`src/rtl/mandel_pkg.sv`:
```
`default_nettype none
// ============================================================================
//  Module      : mandel_pkg
//  Description : Shared types and constants for the Mandelbrot pixel path.
//                Scheduler state encoding, coordinate stepper commands,
//                screen geometry defaults and Q-format widths.
//  Revision    : 1.0 - initial release
// ============================================================================
package mandel_pkg;

    localparam int SCREEN_W = 640;
    localparam int SCREEN_H = 480;
    localparam int Q_FRAC   = 16;
    localparam int COORD_W  = 32;
    localparam int DEPTH_W  = 10;
    localparam int X_W      = 10;
    localparam int Y_W      = 9;

    // Pixel scheduler states
    typedef enum logic [2:0] {
        IDLE      = 3'd0,
        ISSUE     = 3'd1,
        WAIT_CLR  = 3'd2,
        WAIT_DONE = 3'd3,
        EMIT      = 3'd4
    } sched_state_t;

    // Coordinate stepper commands
    typedef enum logic [1:0] {
        STEP_HOLD      = 2'd0,
        STEP_LOAD      = 2'd1,
        STEP_NEXT_X    = 2'd2,
        STEP_NEXT_LINE = 2'd3
    } step_cmd_t;

endpackage
`default_nettype wire

```
`src/rtl/pixel_scheduler_if.sv`:
```
`default_nettype none
// ============================================================================
//  Module      : pixel_scheduler_if
//  Description : Bus bundle between the pixel scheduler, the depth
//                calculator (start/done handshake) and colour mapping
//                (valid/ready pixel stream).
//                master : scheduler side
//                slave  : calculator / downstream side
//  Revision    : 1.0 - initial release
// ============================================================================
interface pixel_scheduler_if;
    import mandel_pkg::*;

    // Depth calculator handshake
    logic                   calc_start;
    logic [X_W-1:0]         calc_x;
    logic [Y_W-1:0]         calc_y;
    logic [COORD_W-1:0]     calc_re_c;
    logic [COORD_W-1:0]     calc_im_c;
    logic                   calc_done;
    logic [DEPTH_W-1:0]     calc_depth;

    // Output pixel stream
    logic                   pix_valid;
    logic                   pix_ready;
    logic [X_W-1:0]         pix_x;
    logic [Y_W-1:0]         pix_y;
    logic [DEPTH_W-1:0]     pix_depth;
    logic                   pix_sof;
    logic                   pix_eol;

    modport master (
        output calc_start, calc_x, calc_y, calc_re_c, calc_im_c,
        input  calc_done, calc_depth,
        output pix_valid, pix_x, pix_y, pix_depth, pix_sof, pix_eol,
        input  pix_ready
    );

    modport slave (
        input  calc_start, calc_x, calc_y, calc_re_c, calc_im_c,
        output calc_done, calc_depth,
        input  pix_valid, pix_x, pix_y, pix_depth, pix_sof, pix_eol,
        output pix_ready
    );

endinterface
`default_nettype wire

```
`src/rtl/coord_stepper.sv`:
```
`default_nettype none
// ============================================================================
//  Module      : coord_stepper
//  Description : Incremental complex-constant generator. Holds the running
//                real/imaginary accumulators plus the latched real origin and
//                step. Commands:
//                  LOAD      - latch origin/step, accumulators = origin
//                  NEXT_X    - re += step
//                  NEXT_LINE - re = latched origin, im -= step
//                All arithmetic wraps in 32-bit two's complement.
//  Ports       : clk, rst          - clock, synchronous active-high reset
//                i_cmd             - stepper command
//                i_re_origin/i_im_origin/i_step - values taken on LOAD
//                o_re_acc/o_im_acc - current complex constant
//  Revision    : 1.0 - initial release
// ============================================================================
module coord_stepper
    import mandel_pkg::*;
(
    input  wire logic               clk,
    input  wire logic               rst,
    input  wire step_cmd_t          i_cmd,
    input  wire logic [COORD_W-1:0] i_re_origin,
    input  wire logic [COORD_W-1:0] i_im_origin,
    input  wire logic [COORD_W-1:0] i_step,
    output logic      [COORD_W-1:0] o_re_acc,
    output logic      [COORD_W-1:0] o_im_acc
);

    logic [COORD_W-1:0] re_acc_q, re_acc_d;
    logic [COORD_W-1:0] im_acc_q, im_acc_d;
    logic [COORD_W-1:0] re_org_q, re_org_d;
    logic [COORD_W-1:0] step_q,   step_d;

    always_comb begin
        re_acc_d = re_acc_q;
        im_acc_d = im_acc_q;
        re_org_d = re_org_q;
        step_d   = step_q;
        case (i_cmd)
            STEP_LOAD: begin
                re_org_d = i_re_origin;
                step_d   = i_step;
                re_acc_d = i_re_origin;
                im_acc_d = i_im_origin;
            end
            STEP_NEXT_X: begin
                re_acc_d = re_acc_q + step_q;
            end
            STEP_NEXT_LINE: begin
                // Imaginary axis decreases downward
                re_acc_d = re_org_q;
                im_acc_d = im_acc_q - step_q;
            end
            default: begin
            end
        endcase
    end

    always_ff @(posedge clk) begin
        if (rst) begin
            re_acc_q <= '0;
            im_acc_q <= '0;
            re_org_q <= '0;
            step_q   <= '0;
        end else begin
            re_acc_q <= re_acc_d;
            im_acc_q <= im_acc_d;
            re_org_q <= re_org_d;
            step_q   <= step_d;
        end
    end

    assign o_re_acc = re_acc_q;
    assign o_im_acc = im_acc_q;

endmodule
`default_nettype wire

```
`src/rtl/pixel_scheduler.sv`:
```
`default_nettype none
// ============================================================================
//  Module      : pixel_scheduler
//  Description : Raster-scans one frame, steps each pixel's complex constant,
//                drives one depth calculator via start/done and emits the
//                finished pixels on a valid/ready stream.
//  Ports       : sysclk, reset       - clock, synchronous active-high reset
//                frame_start         - begin a frame (taken in IDLE only)
//                re_origin/im_origin - constant of pixel (0,0), Q-format
//                step                - per-pixel increment, Q-format
//                sched_if (master)   - calculator handshake + pixel stream
//                busy                - high outside IDLE
//                frame_done          - pulse after the last pixel is accepted
//                frame_cycles        - busy-cycle count of the last frame
//  Options     : PIXEL_SCHED_PERF_EN - enables the frame_cycles counter;
//                otherwise frame_cycles is tied to zero.
//  Revision    : 1.0 - initial release
// ============================================================================
module pixel_scheduler
    import mandel_pkg::*;
#(
    parameter int WIDTH  = SCREEN_W,
    parameter int HEIGHT = SCREEN_H,
    parameter int FRAC   = Q_FRAC
) (
    input  wire logic               sysclk,
    input  wire logic               reset,
    input  wire logic               frame_start,
    input  wire logic [COORD_W-1:0] re_origin,
    input  wire logic [COORD_W-1:0] im_origin,
    input  wire logic [COORD_W-1:0] step,
    pixel_scheduler_if.master       sched_if,
    output logic                    busy,
    output logic                    frame_done,
    output logic      [31:0]        frame_cycles
);

    // FRAC only changes how the coordinates are interpreted
    localparam int c_frac_unused = FRAC;

    localparam logic [X_W-1:0] c_x_last = X_W'(WIDTH - 1);
    localparam logic [Y_W-1:0] c_y_last = Y_W'(HEIGHT - 1);

    sched_state_t           state_q, state_d;
    logic [X_W-1:0]         x_q, x_d;
    logic [Y_W-1:0]         y_q, y_d;
    logic                   calc_start_q, calc_start_d;
    logic                   pix_valid_q, pix_valid_d;
    logic [X_W-1:0]         pix_x_q, pix_x_d;
    logic [Y_W-1:0]         pix_y_q, pix_y_d;
    logic [DEPTH_W-1:0]     pix_depth_q, pix_depth_d;
    logic                   pix_sof_q, pix_sof_d;
    logic                   pix_eol_q, pix_eol_d;
    logic                   busy_q, busy_d;
    logic                   frame_done_q, frame_done_d;

    step_cmd_t              w_step_cmd;
    logic [COORD_W-1:0]     w_re_acc;
    logic [COORD_W-1:0]     w_im_acc;
    logic                   w_frame_accept;

    assign w_frame_accept = (state_q == IDLE) && frame_start;

    // ------------------------------------------------------------------
    // Next-state / next-output logic
    // ------------------------------------------------------------------
    always_comb begin
        state_d      = state_q;
        x_d          = x_q;
        y_d          = y_q;
        calc_start_d = 1'b0;
        frame_done_d = 1'b0;
        pix_valid_d  = pix_valid_q;
        pix_x_d      = pix_x_q;
        pix_y_d      = pix_y_q;
        pix_depth_d  = pix_depth_q;
        pix_sof_d    = pix_sof_q;
        pix_eol_d    = pix_eol_q;
        w_step_cmd   = STEP_HOLD;

        case (state_q)
            IDLE: begin
                if (frame_start) begin
                    w_step_cmd   = STEP_LOAD;
                    x_d          = '0;
                    y_d          = '0;
                    calc_start_d = 1'b1;
                    state_d      = ISSUE;
                end
            end
            ISSUE: begin
                state_d = WAIT_CLR;
            end
            WAIT_CLR: begin
                // A done still high from the previous pixel must fall first
                if (!sched_if.calc_done) begin
                    state_d = WAIT_DONE;
                end
            end
            WAIT_DONE: begin
                if (sched_if.calc_done) begin
                    pix_depth_d = sched_if.calc_depth;
                    pix_x_d     = x_q;
                    pix_y_d     = y_q;
                    pix_sof_d   = (x_q == '0) && (y_q == '0);
                    pix_eol_d   = (x_q == c_x_last);
                    pix_valid_d = 1'b1;
                    state_d     = EMIT;
                end
            end
            EMIT: begin
                // Nothing new is started until this pixel is taken
                if (sched_if.pix_ready) begin
                    pix_valid_d = 1'b0;
                    if (x_q < c_x_last) begin
                        x_d          = x_q + X_W'(1);
                        w_step_cmd   = STEP_NEXT_X;
                        calc_start_d = 1'b1;
                        state_d      = ISSUE;
                    end else if (y_q < c_y_last) begin
                        x_d          = '0;
                        y_d          = y_q + Y_W'(1);
                        w_step_cmd   = STEP_NEXT_LINE;
                        calc_start_d = 1'b1;
                        state_d      = ISSUE;
                    end else begin
                        frame_done_d = 1'b1;
                        state_d      = IDLE;
                    end
                end
            end
            default: begin
                state_d = IDLE;
            end
        endcase

        busy_d = (state_d != IDLE);
    end

    // ------------------------------------------------------------------
    // State and registered outputs
    // ------------------------------------------------------------------
    always_ff @(posedge sysclk) begin
        if (reset) begin
            state_q      <= IDLE;
            x_q          <= '0;
            y_q          <= '0;
            calc_start_q <= 1'b0;
            pix_valid_q  <= 1'b0;
            pix_x_q      <= '0;
            pix_y_q      <= '0;
            pix_depth_q  <= '0;
            pix_sof_q    <= 1'b0;
            pix_eol_q    <= 1'b0;
            busy_q       <= 1'b0;
            frame_done_q <= 1'b0;
        end else begin
            state_q      <= state_d;
            x_q          <= x_d;
            y_q          <= y_d;
            calc_start_q <= calc_start_d;
            pix_valid_q  <= pix_valid_d;
            pix_x_q      <= pix_x_d;
            pix_y_q      <= pix_y_d;
            pix_depth_q  <= pix_depth_d;
            pix_sof_q    <= pix_sof_d;
            pix_eol_q    <= pix_eol_d;
            busy_q       <= busy_d;
            frame_done_q <= frame_done_d;
        end
    end

    coord_stepper u_coord_stepper (
        .clk         (sysclk),
        .rst         (reset),
        .i_cmd       (w_step_cmd),
        .i_re_origin (re_origin),
        .i_im_origin (im_origin),
        .i_step      (step),
        .o_re_acc    (w_re_acc),
        .o_im_acc    (w_im_acc)
    );

    // ------------------------------------------------------------------
    // Optional frame cycle counter
    // ------------------------------------------------------------------
`ifdef PIXEL_SCHED_PERF_EN
    logic [31:0] cyc_cnt_q, cyc_cnt_d;
    logic [31:0] frame_cycles_q, frame_cycles_d;

    always_comb begin
        cyc_cnt_d      = cyc_cnt_q;
        frame_cycles_d = frame_cycles_q;
        if (w_frame_accept) begin
            cyc_cnt_d = '0;
        end else if (busy_q) begin
            cyc_cnt_d = cyc_cnt_q + 32'd1;
        end
        // Includes the final EMIT cycle so the result lines up with frame_done
        if (frame_done_d) begin
            frame_cycles_d = cyc_cnt_d;
        end
    end

    always_ff @(posedge sysclk) begin
        if (reset) begin
            cyc_cnt_q      <= '0;
            frame_cycles_q <= '0;
        end else begin
            cyc_cnt_q      <= cyc_cnt_d;
            frame_cycles_q <= frame_cycles_d;
        end
    end

    assign frame_cycles = frame_cycles_q;
`else
    logic w_accept_unused;
    assign w_accept_unused = w_frame_accept;
    assign frame_cycles    = '0;
`endif

    // ------------------------------------------------------------------
    // Output mapping
    // ------------------------------------------------------------------
    assign sched_if.calc_start = calc_start_q;
    assign sched_if.calc_x     = x_q;
    assign sched_if.calc_y     = y_q;
    assign sched_if.calc_re_c  = w_re_acc;
    assign sched_if.calc_im_c  = w_im_acc;
    assign sched_if.pix_valid  = pix_valid_q;
    assign sched_if.pix_x      = pix_x_q;
    assign sched_if.pix_y      = pix_y_q;
    assign sched_if.pix_depth  = pix_depth_q;
    assign sched_if.pix_sof    = pix_sof_q;
    assign sched_if.pix_eol    = pix_eol_q;
    assign busy                = busy_q;
    assign frame_done          = frame_done_q;

endmodule
`default_nettype wire
```
`src/flat_wrapper.sv`:
```
// flat-port wrapper written by rule: the top's interface ports become plain ports
module pixel_scheduler_flat import mandel_pkg::*;
#(
    parameter int WIDTH  = SCREEN_W,
    parameter int HEIGHT = SCREEN_H,
    parameter int FRAC   = Q_FRAC
)
  (sysclk, reset, frame_start, re_origin, im_origin, step, busy, frame_done, frame_cycles, sched_if_calc_start, sched_if_calc_x, sched_if_calc_y, sched_if_calc_re_c, sched_if_calc_im_c, sched_if_calc_done, sched_if_calc_depth, sched_if_pix_valid, sched_if_pix_x, sched_if_pix_y, sched_if_pix_depth, sched_if_pix_sof, sched_if_pix_eol, sched_if_pix_ready);
  pixel_scheduler_if sched_if_i ();
  input  wire logic sysclk;
  input  wire logic reset;
  input  wire logic frame_start;
  input  wire logic [COORD_W-1:0] re_origin;
  input  wire logic [COORD_W-1:0] im_origin;
  input  wire logic [COORD_W-1:0] step;
  output logic busy;
  output logic frame_done;
  output logic      [31:0] frame_cycles;
  output wire logic [$bits(sched_if_i.calc_start)-1:0] sched_if_calc_start;
  output wire logic [$bits(sched_if_i.calc_x)-1:0] sched_if_calc_x;
  output wire logic [$bits(sched_if_i.calc_y)-1:0] sched_if_calc_y;
  output wire logic [$bits(sched_if_i.calc_re_c)-1:0] sched_if_calc_re_c;
  output wire logic [$bits(sched_if_i.calc_im_c)-1:0] sched_if_calc_im_c;
  input wire logic [$bits(sched_if_i.calc_done)-1:0] sched_if_calc_done;
  input wire logic [$bits(sched_if_i.calc_depth)-1:0] sched_if_calc_depth;
  output wire logic [$bits(sched_if_i.pix_valid)-1:0] sched_if_pix_valid;
  output wire logic [$bits(sched_if_i.pix_x)-1:0] sched_if_pix_x;
  output wire logic [$bits(sched_if_i.pix_y)-1:0] sched_if_pix_y;
  output wire logic [$bits(sched_if_i.pix_depth)-1:0] sched_if_pix_depth;
  output wire logic [$bits(sched_if_i.pix_sof)-1:0] sched_if_pix_sof;
  output wire logic [$bits(sched_if_i.pix_eol)-1:0] sched_if_pix_eol;
  input wire logic [$bits(sched_if_i.pix_ready)-1:0] sched_if_pix_ready;
  assign sched_if_calc_start = sched_if_i.calc_start;
  assign sched_if_calc_x = sched_if_i.calc_x;
  assign sched_if_calc_y = sched_if_i.calc_y;
  assign sched_if_calc_re_c = sched_if_i.calc_re_c;
  assign sched_if_calc_im_c = sched_if_i.calc_im_c;
  assign sched_if_i.calc_done = sched_if_calc_done;
  assign sched_if_i.calc_depth = sched_if_calc_depth;
  assign sched_if_pix_valid = sched_if_i.pix_valid;
  assign sched_if_pix_x = sched_if_i.pix_x;
  assign sched_if_pix_y = sched_if_i.pix_y;
  assign sched_if_pix_depth = sched_if_i.pix_depth;
  assign sched_if_pix_sof = sched_if_i.pix_sof;
  assign sched_if_pix_eol = sched_if_i.pix_eol;
  assign sched_if_i.pix_ready = sched_if_pix_ready;
  pixel_scheduler #(.WIDTH(WIDTH), .HEIGHT(HEIGHT), .FRAC(FRAC)) u_core (.sysclk(sysclk), .reset(reset), .frame_start(frame_start), .re_origin(re_origin), .im_origin(im_origin), .step(step), .sched_if(sched_if_i), .busy(busy), .frame_done(frame_done), .frame_cycles(frame_cycles));
endmodule
```
`config.mk`:
```
export PLATFORM = sky130hd
export DESIGN_NAME = pixel_scheduler_flat
export DESIGN_NICKNAME = d
export VERILOG_FILES = /design/src/rtl/mandel_pkg.sv /design/src/rtl/pixel_scheduler_if.sv /design/src/rtl/coord_stepper.sv /design/src/rtl/pixel_scheduler.sv /design/src/flat_wrapper.sv
export SDC_FILE = /design/constraint.sdc
export NUM_CORES = 1
export LEC_CHECK = 0
export ABC_AREA = 1
export CAP_MARGIN = 20
export CELL_PAD_IN_SITES_DETAIL_PLACEMENT = 0
export CELL_PAD_IN_SITES_GLOBAL_PLACEMENT = 1
export CORE_MARGIN = 3
export CORE_UTILIZATION = 25
export CTS_BUF_LIST = sky130_fd_sc_hd__clkbuf_4 sky130_fd_sc_hd__clkbuf_8
export CTS_CLUSTER_DIAMETER = 80
export CTS_CLUSTER_SIZE = 25
export DETAILED_ROUTE_END_ITERATION = 10
export DONT_BUFFER_PORTS = 1
export PLACE_DENSITY_LB_ADDON = 0.12
export SYNTH_ARGS = -nofsm -noshare
export SYNTH_HDL_FRONTEND = slang
export SYNTH_SLANG_ARGS = --single-unit
```
`constraint.sdc`:
```
create_clock -name sysclk -period 6.35 [get_ports sysclk]
set_clock_uncertainty 0.15 [all_clocks]
set_input_delay 0.9525 -clock sysclk [delete_from_list [all_inputs] [get_ports sysclk]]
set_output_delay 0.9525 -clock sysclk [all_outputs]
set_load 0.03 [all_outputs]
```
* After elaboration in Yosys (flattened, before gate mapping)
Cells that the tools add are included.
** Word-level totals
- Register bits after elaboration :: 185
- Input bits :: 111
- Logic and storage cells :: 85
** Cells by class
- $add $sub $neg :: 4
- Magnitude comparators :: 2
- Eq/ne operators :: 14
- Multiplexer cells :: 33
- Bitwise gates (word level) :: 2
- Reduce and logical (&&, ||, !) cells :: 14
** Operator list (count)
- $pmux W32 S3 :: 1
- $pmux W32 S2 :: 1
- $mux W10 :: 4
- $mux W9 :: 4
- $add A32 B32 Y32 :: 1
- $sub A32 B32 Y32 :: 1
- $pmux W10 S2 :: 1
- $pmux W9 S2 :: 1
- $mux W3 :: 5
- $pmux W3 S5 :: 1
- $add A10 B1 Y10 const B :: 1
- $eq A10 B10 Y1 const B :: 1
- $logic_not A10 Y1 :: 1
- $lt A10 B10 Y1 const B :: 1
- $add A9 B1 Y9 const B :: 1
- $logic_not A9 Y1 :: 1
- $lt A9 B9 Y1 const B :: 1
- $mux W1 :: 9
- $ne A2 B2 Y1 const B :: 4
- $eq A3 B2 Y1 const B :: 2
- $mux W2 :: 3
- $reduce_bool A2 Y1 :: 3
- $reduce_bool A3 Y1 :: 2
- $reduce_and A5 Y1 :: 1
- 15 further kinds :: 18

* Longest topological paths before layout
Gate-level depths: netlist of the first run.
- Word-level depth :: 7
- Mapped depth :: 15
- Mapped depth without buffers :: 15

* Hierarchy
From an unflattened synthesis of the first run, not the netlist that was laid out.
** Unflattened totals
- Cells, all modules :: 2062
- Area total of the unflattened synthesis :: 12781.0 sq um
** By module, submodules not included
- coord_stepper :: instances 1, cells an instance 1657, area an instance 9907.0 sq um, sequential area each 2562.5 sq um
- pixel_scheduler :: instances 1, cells an instance 405, area an instance 2874.0 sq um, sequential area each 1141.1 sq um

* Least setup slack after synthesis of the first run
Ideal clock, no wire load.
- Path kind :: register to register
- Start point :: register u_core.u_coord_stepper.im_acc_q[0], in the netlist u_core.u_coord_stepper.o_im_acc[0]
- End point :: register u_core.u_coord_stepper.im_acc_q[16], in the netlist u_core.u_coord_stepper.o_im_acc[16]
- Setup time :: 0.132 ns
- Arrival time :: 1.934 ns
- Required time :: 6.068 ns
- Slack :: 4.134 ns
- Cell stages (with the launch flop) :: 14
- Buffers on the path :: 0
- Period minus slack after synthesis :: 2.216 ns
- Cells stage by stage :: dfxtp_1 > inv_1 > ha_1 > inv_1 > fa_1 > nand3_1 > nand3_1 > nand2_1 > nand2_1 > nand2_1 > nand2_1 > or2_2 > nand3_1 > a21oi_1
** On the way
- Cells in the longest elaborated chain, start to end :: 2
** RTL lines
- from (decl) :: line coord_stepper.sv:31 : logic [COORD_W-1:0] im_acc_q, im_acc_d;
- from (signal assigned) :: line coord_stepper.sv:68 : im_acc_q <= im_acc_d;
- $sub A32 B32 Y32 :: line coord_stepper.sv:53 : im_acc_d = im_acc_q - step_q;
- $pmux W32 S2 :: line coord_stepper.sv:40 : case (i_cmd)
No other way between the ends.
A chain may end at the register's enable or synchronous reset.

* Final worst setup path of the first run
- Start point :: register u_core.x_q[0], in the netlist u_core.sched_if.calc_x[0]
- End point :: register u_core.u_coord_stepper.re_acc_q[10], in the netlist u_core.u_coord_stepper.o_re_acc[10]
** On the way
- Cells in the longest elaborated chain, start to end :: 6
- Elaborated cells on any way between the ends :: 9
- Those cells by class :: 1 x order compare; 3 x eq/ne; 4 x mux; 1 x reduce/logical
** RTL lines
- from (decl) :: line pixel_scheduler.sv:45 : logic [X_W-1:0] x_q, x_d;
- from (signal assigned) :: line pixel_scheduler.sv:146 : x_q <= '0;
- from (signal assigned) :: line pixel_scheduler.sv:159 : x_q <= x_d;
- $lt A10 B10 Y1 (*) :: line pixel_scheduler.sv:115 : if (x_q < c_x_last) begin
- $mux W2 (*) :: line pixel_scheduler.sv:115
- $mux W2 (*) :: line pixel_scheduler.sv:113 : if (sched_if.pix_ready) begin
- $pmux W2 S2 (*) :: line pixel_scheduler.sv:81 : case (state_q)
- $eq A2 B2 Y1 or $eq A2 B1 Y1 (tied branches) :: line coord_stepper.sv:40
- $pmux W32 S3 or $reduce_bool A3 Y1 (tied branches)
- to (signal assigned) :: line coord_stepper.sv:67 : re_acc_q <= re_acc_d;
- to (decl) :: line coord_stepper.sv:30 : logic [COORD_W-1:0] re_acc_q, re_acc_d;
Mark *: on every way between the ends. The rest lies on a longest branch, timed or not.

==> metrics.csv, run 1 <==
stage;metric;value;unit
status;status;finished clean;
clocking;path_clk_slew;110;ps
worst_setup_path;slowest_delay;620;ps
die;coreArea;0.0492;mm^2
routing;drc;0;
hold_path;min_path_cells;1;
global_route;grt_max_degree;83;
placement;dpl.cell_count;2651;
routing;drt_iter0_drc;609;
sta;fin_crit_sh;49.8;%
die;die-height;230;um
routing;wl_per_cell;18.7;um
worst_setup_path;reg2reg_slack;3190;ps
worst_setup_path;crit_family;simple AND/OR/NAND/NOR gates;
worst_setup_path;cp_max_fo;33;
layout;drive_gt1_share;3.17;%
global_route;grt_pass1_vias;11700;
pwr;total_power;0.00338;W
layout;seqCellArea;0.00370;mm^2
layout;fill_cells;5609;
clocking;post_cts_buffers;0;
sta;tightest_slew;958;ps
job;cap_violations;0;
die;die-area;0.0527;mm^2
sta;final.setup.worst_slack;3190;ps
routing;viasPerCell;4.49;
routing;via_count;12100;
sta;relSlewSlack;36.1;%
logic_synthesis;yosysUniqueCellTypes;40;
logic_synthesis;synthCells;2047;
layout;fin_util;27.2;%
pwr;powerDensity;252;mW/mm^2
clocking;clk_path_buf_depth;2;
layout;multi_input_area;0.00708;mm^2
clocking;cts_tree;built;
hold_path;hold_class;in -> reg;
worst_setup_path;critPathSlowestCell;dfxtp_1;
routing;drt_first_pass_iters;5;
routing;drtAntennaViolNets;0;
layout;nets;2186;
die;row_count;81;
clocking;clock_sinks;185;
logic_synthesis;synth_ff_type;dfxtp_1;
global_route;track_usage;19.0;%
layout;syn_to_final_growth;7.09;%
worst_setup_path;cp_common_cell;nand2_1;
die;die_w;230;um
logic_synthesis;netlist_area;0.0125;mm^2
worst_setup_path;crit_type;reg -> reg;
global_route;antenna_found_initial;8;
clocking;cts_hold_buf;0;
worst_setup_path;rr_worst_depth;12;
logic_synthesis;synth_top_area_share;29.6;%
logic_synthesis;yosysWarnings;0;
worst_setup_path;critPathCaptureType;flop;
global_route;grt_first_pass_wirelength;74600;um
sta;rsz0062_at_grt;no;
placement;pre_cts_ws;2890;ps
worst_setup_path;arrival;3520;ps
hold_path;hold_end;u_core.sched_if.calc_start$_SDFF_PP0_;
worst_setup_path;crit_buf_inv;2;
layout;fin_cells;2690;
logic_synthesis;syn_area_per_cell;6.11;um^2
logic_synthesis;synth_top_area_cell;dfxtp_1;
sta;slew_violations;0;
sta;min_period;3160;ps
clocking;cts-resized-gates;0;
pwr;power_leakage;6.63;nW
clocking;clk_latency;580;ps
clocking;htree_num_levels;4;
clocking;cts_buffers;17;
hold_path;holdCritStartpoint;reset;
placement;place.port_buffers;0;
worst_setup_path;crit_required;6720;ps
logic_synthesis;synth-edff-count;0;
sta;fin_tns_setup;0;ps
worst_setup_path;r2r-start;u_core.sched_if.calc_x[0]$_SDFFE_PP0P_;
placement;dp_hpwl;39500;um
global_route;grt_overflow;0;
sta;setup_viol;0;
worst_setup_path;reg2reg_to;u_core.u_coord_stepper.o_re_acc[10]$_SDFFE_PP0P_;
logic_synthesis;synthArstFlopShare;0;%
pwr;peakVddDrop;0.000118;V
worst_setup_path;crit_path_start_kind;flop;
sta;fmax;316;MHz
worst_setup_path;worstPathCellList;ha_1 -> nand2_1 -> nor3_4 -> nand2_2 -> nand2_2 -> nand3_2 -> clkinv_2 -> buf_12 -> nand2_1 -> nand2_1 -> a21oi_1 -> nor2_1;
logic_synthesis;synth-seq-cells;185;
sta;hold_viol;0;
logic_synthesis;yosysSeqAreaShare;29.6;%
logic_synthesis;synth.area.top_cells;dfxtp_1, nand2_1, inv_1;
die;start_util;25.4;%
routing;routed_wl;50400;um
clocking;root_buffer;clkbuf_8;
placement;gp_congestion;0.820;
die;io_pins;261;
## metrics by stage
step,hold WS (ps),instance area (um^2)
4_1_cts,217,13300
3_5_place_dp,324,12900
6_report,288,13400
2_1_floorplan,301,12600
3_3_place_gp,313,12900
5_1_grt,216,13400
## worst reg2reg max path: stages, from the launching register on
cell	delay, ps
dfxtp_1	620
ha_1	240
nand2_1	100
nor3_4	240
nand2_2	110
nand2_2	130
nand3_2	360
clkinv_2	550
buf_12	300
nand2_1	90
nand2_1	70
a21oi_1	40
nor2_1	100
## sequential cells by signal (all words and copies together), names as in the netlist
signal / cells
u_core.busy: 1
u_core.frame_done: 1
u_core.sched_if.calc_start: 1
u_core.sched_if.calc_x: 10
u_core.sched_if.calc_y: 9
u_core.sched_if.pix_depth: 10
u_core.sched_if.pix_eol: 1
u_core.sched_if.pix_sof: 1
u_core.sched_if.pix_valid: 1
u_core.sched_if.pix_x: 10
u_core.sched_if.pix_y: 9
u_core.state_q: 3
u_core.u_coord_stepper.o_im_acc: 32
u_core.u_coord_stepper.o_re_acc: 32
u_core.u_coord_stepper.re_org_q: 32
u_core.u_coord_stepper.step_q: 32
## cell type report
type	instances	area share (%)
Antenna cell	7	0.131
Clock buffer	18	1.80
Clock inverter	13	1.22
Inverter	344	9.67
Multi-Input combinational cell	1453	52.9
Sequential cell	185	27.7
Tap cell	664	6.21
Timing Repair Buffer	6	0.430
## cells in the mapped netlist (all sizes together) (2+ instances only)
library cell and instances:
and2 3, nor3 26, nand3 93, o211ai 8
a31oi 8, nand2 609, a21oi 147, a211oi 4
ha 66, inv 343, or2 6, fa 2
xor2 17, nor4 3, xnor2 9, o21ai 165
nand4 10, clkbuf 39, nor2 209, dfxtp 185
o21bai 4, nand3b 8, a22oi 21, a21o 2
buf 57
## report_power, final
group	switching (W)	internal, W
Combinational	0.000710	0.000319
Sequential	0.000198	0.00125
Clock	0.000536	0.000364
Total	0.00144	0.00193
## per-layer routing
layer | part of all wire (%) | GRT usage [%] | routed length, um | vias to the layer above
met5 | 0.12 | 0 | 58 | -
met4 | 1.1 | 3.98 | 529 | 8
met3 | 4.4 | 4.98 | 2200 | 34
met2 | 46 | 30.9 | 23300 | 184
met1 | 48 | 25.3 | 24200 | 5561
li1 | - | - | - | 6279
## cells by family (layout without fill, tap and decap cells)
logic type,count (synthesis),after routing,share of synthesized area (%)
DFF,185,185,29.6
xor gates and xnor gates,26,26,1.82
buffers and inverters,440,381,14.8
and+or+nand+nor,967,967,31.5
other,1,39,0.0300
adders and majority gates,68,68,6.93
AOI/OAI and AO/OA,360,360,15.3
## cells in the final DEF, fill, tap and decap left out, types with 6 or more instances in the layout
cell type	netlist	final
a21oi_1	147	147
a22oi_1	21	21
a31oi_1	7	7
clkbuf_8	0	17
conb_1	1	32
dfxtp_1	185	185
diode_2	0	7
ha_1	66	66
inv_1	339	338
nand2_1	601	601
nand2_2	6	6
nand3_1	91	90
nand3b_1	8	8
nand4_1	9	9
nor2_1	209	209
nor3_1	24	24
o211ai_1	8	8
o21ai_0	162	162
or2_2	6	6
xnor2_1	9	9
xor2_1	17	17
## worst max-delay path by stage
| stage | startpoint | to | slack (ps) | depth (start not counted) |
|---|---|---|---|---|
| 6_report | u_core.sched_if.calc_x[0]$_SDFFE_PP0P_ | u_core.u_coord_stepper.o_re_acc[10]$_SDFFE_PP0P_ | 3190 | 12 |
| 2_1_floorplan | u_core.u_coord_stepper.o_im_acc[0]$_SDFFE_PP0P_ | u_core.u_coord_stepper.o_im_acc[16]$_SDFFE_PP0P_ | 4130 | 13 |
| 5_1_grt | u_core.state_q[1]$_SDFF_PP0_ | u_core.u_coord_stepper.o_im_acc[6]$_SDFFE_PP0P_ | 2920 | 8 |
| 4_1_cts | u_core.sched_if.calc_x[0]$_SDFFE_PP0P_ | u_core.u_coord_stepper.o_re_acc[14]$_SDFFE_PP0P_ | 2900 | 11 |
| 3_5_place_dp | frame_start | u_core.u_coord_stepper.o_im_acc[4]$_SDFFE_PP0P_ | 2890 | 7 |
| 3_3_place_gp | frame_start | u_core.u_coord_stepper.o_im_acc[12]$_SDFFE_PP0P_ | 2910 | 5 |
Power figures use the tool's default switching activity.
==> run 2: changes to the inputs <==
ABC_AREA = 0   (was 1)
clock period = 3 ns   (was 6.35 ns; I/O delays follow)
==> metrics.csv, run 2 <==
stage;metric;value;unit;change
status;status;finished clean;;
logic_synthesis;synth-edff-count;0;;unchanged
clocking;clk_latency;590;ps;about the same
die;row_count;76;;-6.2%
logic_synthesis;synthCells;1425;;-30%
worst_setup_path;crit_type;reg -> reg;;
routing;wl_per_cell;19.4;um;+3.4%
sta;setup_viol;0;;unchanged
logic_synthesis;synth.area.top_cells;dfxtp_1, nand2_1, a21oi_1;;
global_route;grt_first_pass_wirelength;65300;um;-12%
sta;min_period;2870;ps;-291 ps
sta;fin_tns_setup;0;ps;unchanged
clocking;htree_num_levels;4;;unchanged
sta;hold_viol;0;;unchanged
layout;syn_to_final_growth;28.9;%;
worst_setup_path;crit_path_end;u_core.u_coord_stepper.o_im_acc[24]$_SDFFE_PP0P_;;
logic_synthesis;synth_ff_type;dfxtp_1;;
layout;antenna_cells;0;;-7
global_route;grt_overflow;0;;unchanged
die;die-area;0.0468;mm^2;-11%
clocking;cts_buffers;17;;unchanged
logic_synthesis;synth_top_area_cell;dfxtp_1;;
job;cap_violations;0;;unchanged
placement;placed_area;0.0124;mm^2;-4.6%
logic_synthesis;syn_area_per_cell;7.75;um^2;+27%
logic_synthesis;synthArstFlopShare;0;%;unchanged
die;io_pins;261;;unchanged
worst_setup_path;startpoint;u_core.u_coord_stepper.o_im_acc[0]$_SDFFE_PP0P_;;
routing;routed_wl;43200;um;-14%
logic_synthesis;synth.top_cells.by_count;nand2_1, a21oi_1, dfxtp_1;;
logic_synthesis;synth-seq-cells;185;;unchanged
worst_setup_path;r2r-start;u_core.u_coord_stepper.o_im_acc[0]$_SDFFE_PP0P_;;
layout;final_cell_area;0.0142;mm^2;+6.4%
sta;tightest_slew;720;ps;-238 ps
clocking;clk_path_buf_depth;2;;unchanged
routing;drtAntennaViolNets;0;;unchanged
worst_setup_path;crit_required;3300;ps;-3420 ps
routing;drc;0;;unchanged
worst_setup_path;critPathCaptureType;flop;;
layout;final_common_cell;nand2_1;;
worst_setup_path;cp_max_fo;3;;-91%
logic_synthesis;synth_top_area_share;33.5;%;+3.9 points
placement;gp_congestion;0.847;;+3.3%
worst_setup_path;rr_worst_depth;13;;+1
die;start_util;25.5;%;+0.052 points
placement;dp_hpwl;31000;um;-21%
sta;rsz0062_at_grt;yes;;
logic_synthesis;netlist_area;0.0110;mm^2;-12%
sta;fmax;349;MHz;+10%
routing;drt_first_pass_iters;5;;unchanged
global_route;antenna_found_initial;1;;-7
clocking;root_buffer;clkbuf_8;;
placement;place.port_buffers;0;;unchanged
worst_setup_path;crit_path_start_kind;flop;;
worst_setup_path;reg2reg_to;u_core.u_coord_stepper.o_im_acc[24]$_SDFFE_PP0P_;;
clocking;clock_sinks;185;;unchanged
logic_synthesis;yosysUniqueCellTypes;90;;+130%
global_route;track_usage;18.3;%;-0.66 points
die;die_w;216;um;-5.8%
global_route;grt_pass1_vias;10500;;-9.8%
die;coreArea;0.0434;mm^2;-12%
pwr;peakVddDrop;0.000295;V;+150%
routing;drt_iter0_drc;625;;+2.6%
global_route;grt_max_degree;143;;+72%
sta;relSlewSlack;52.0;%;+16 points
sta;fin_crit_sh;95.6;%;+46 points
hold_path;hold_class;in -> reg;;
layout;mostFrequentLayoutCells;nand2_1, a21oi_1, dfxtp_1;;
pwr;powerDensity;499;mW/mm^2;+98%
pwr;total_power;0.00711;W;+110%
logic_synthesis;yosysWarnings;0;;unchanged
clocking;path_clk_slew;110;ps;about the same
die;die-height;216;um;-5.8%
logic_synthesis;synth.most_common_cell;nand2_1;;
layout;drive_gt1_share;14.5;%;+11 points
pwr;power_leakage;5.68;nW;-14%
layout;nets;1813;;-17%
worst_setup_path;arrival;3170;ps;-350 ps
routing;via_count;10700;;-11%
sta;slew_violations;0;;unchanged
routing;viasPerCell;4.78;;+6.7%
logic_synthesis;yosysSeqAreaShare;33.5;%;+3.9 points
sta;hold_ws;58.7;ps;-229 ps
worst_setup_path;reg2reg_slack;130;ps;-3060 ps
clocking;cts_tree;built;;
run 2: logic make-up (layout without fill, tap and decap cells):
kind of cell	Yosys count	in the layout	share of synthesized area (%)
xor gates and xnor gates	61	61	4.84
muxes	3	3	0.272
and+or+nand+nor	520	520	20.6
adders and majority gates	68	68	7.84
other	1	32	0.0339
AOI/OAI and AO/OA	424	424	25.2
buffers and inverters	163	354	7.73
DFF	185	185	33.5
run 2: worst max-delay path: stages, from the launching register on:
cell and delay [ps]:
dfxtp_1 330, inv_1 50, ha_1 170, inv_1 60, fa_2 340, a21o_1 180, a22o_1 200, o21ai_2 210
o41ai_4 100, a221o_1 390, a21oi_4 200, o21bai_1 110, mux2i_1 160, a31oi_1 80
run 2: stage by stage:
stage	instances	worst slack (ps)	util, %
6_report	2232	132	32.8
5_1_grt	2232	-29.8	32.8
4_1_cts	2231	13.5	32.5
3_5_place_dp	2070	-2.42	28.5
3_3_place_gp	2070	55.4	28.5
2_1_floorplan	1456	105	-
run 2: worst min path at each step:
stage                                                      from                                               end  slack, ps  cells past startpoint
6_report                                          re_origin[16]  u_core.u_coord_stepper.o_re_acc[16]$_SDFFE_PP0P_         60                      4
5_1_grt                                                   reset  u_core.u_coord_stepper.o_re_acc[22]$_SDFFE_PP0P_         30                      2
3_5_place_dp   u_core.u_coord_stepper.re_org_q[21]$_SDFFE_PP0N_  u_core.u_coord_stepper.re_org_q[21]$_SDFFE_PP0N_        290                      2
2_1_floorplan   u_core.u_coord_stepper.re_org_q[1]$_SDFFE_PP0N_   u_core.u_coord_stepper.re_org_q[1]$_SDFFE_PP0N_        290                      2
4_1_cts                                                   reset  u_core.u_coord_stepper.o_re_acc[22]$_SDFFE_PP0P_          9                      2
3_3_place_gp   u_core.u_coord_stepper.re_org_q[28]$_SDFFE_PP0N_  u_core.u_coord_stepper.re_org_q[28]$_SDFFE_PP0N_        290                      2
run 2: cell type report:
type	count	area (um^2)
fillers	4717	29100
multi-input cells	1108	6750
flip-flops and latches	185	3720
repair buffers	271	2420
well taps	585	732
clock buffers	18	248
inverters	51	191
clock inverters	14	184
run 2: metal layers:
layer / global-route usage (%) / vias up / wire (um)
li1: - / 5356 / -
met1: 25.0 / 5086 / 21000
met2: 28.8 / 202 / 19600
met3: 4.78 / 33 / 1980
met4: 4.75 / 2 / 600
met5: 0 / - / 14
run 2: where the power goes:
| part | leakage, nW | switching [W] | internal (W) | total (W) |
|---|---|---|---|---|
| sequential | 1.52 | 0.000161 | 0.00261 | 0.00277 |
| clock | 0.211 | 0.00111 | 0.000866 | 0.00198 |
| combinational | 3.95 | 0.00138 | 0.000976 | 0.00236 |
| total | 5.68 | 0.00266 | 0.00445 | 0.00711 |
run 2: repair_timing:
item	4_1_cts	5_1_grt
endpoints found under the hold margin	174	0
cloned	0	0
setup endpoints to repair	1	20
pin swaps	0	7
hold buffers	129	0
gates resized for setup	1	32
buffers inserted	0	1
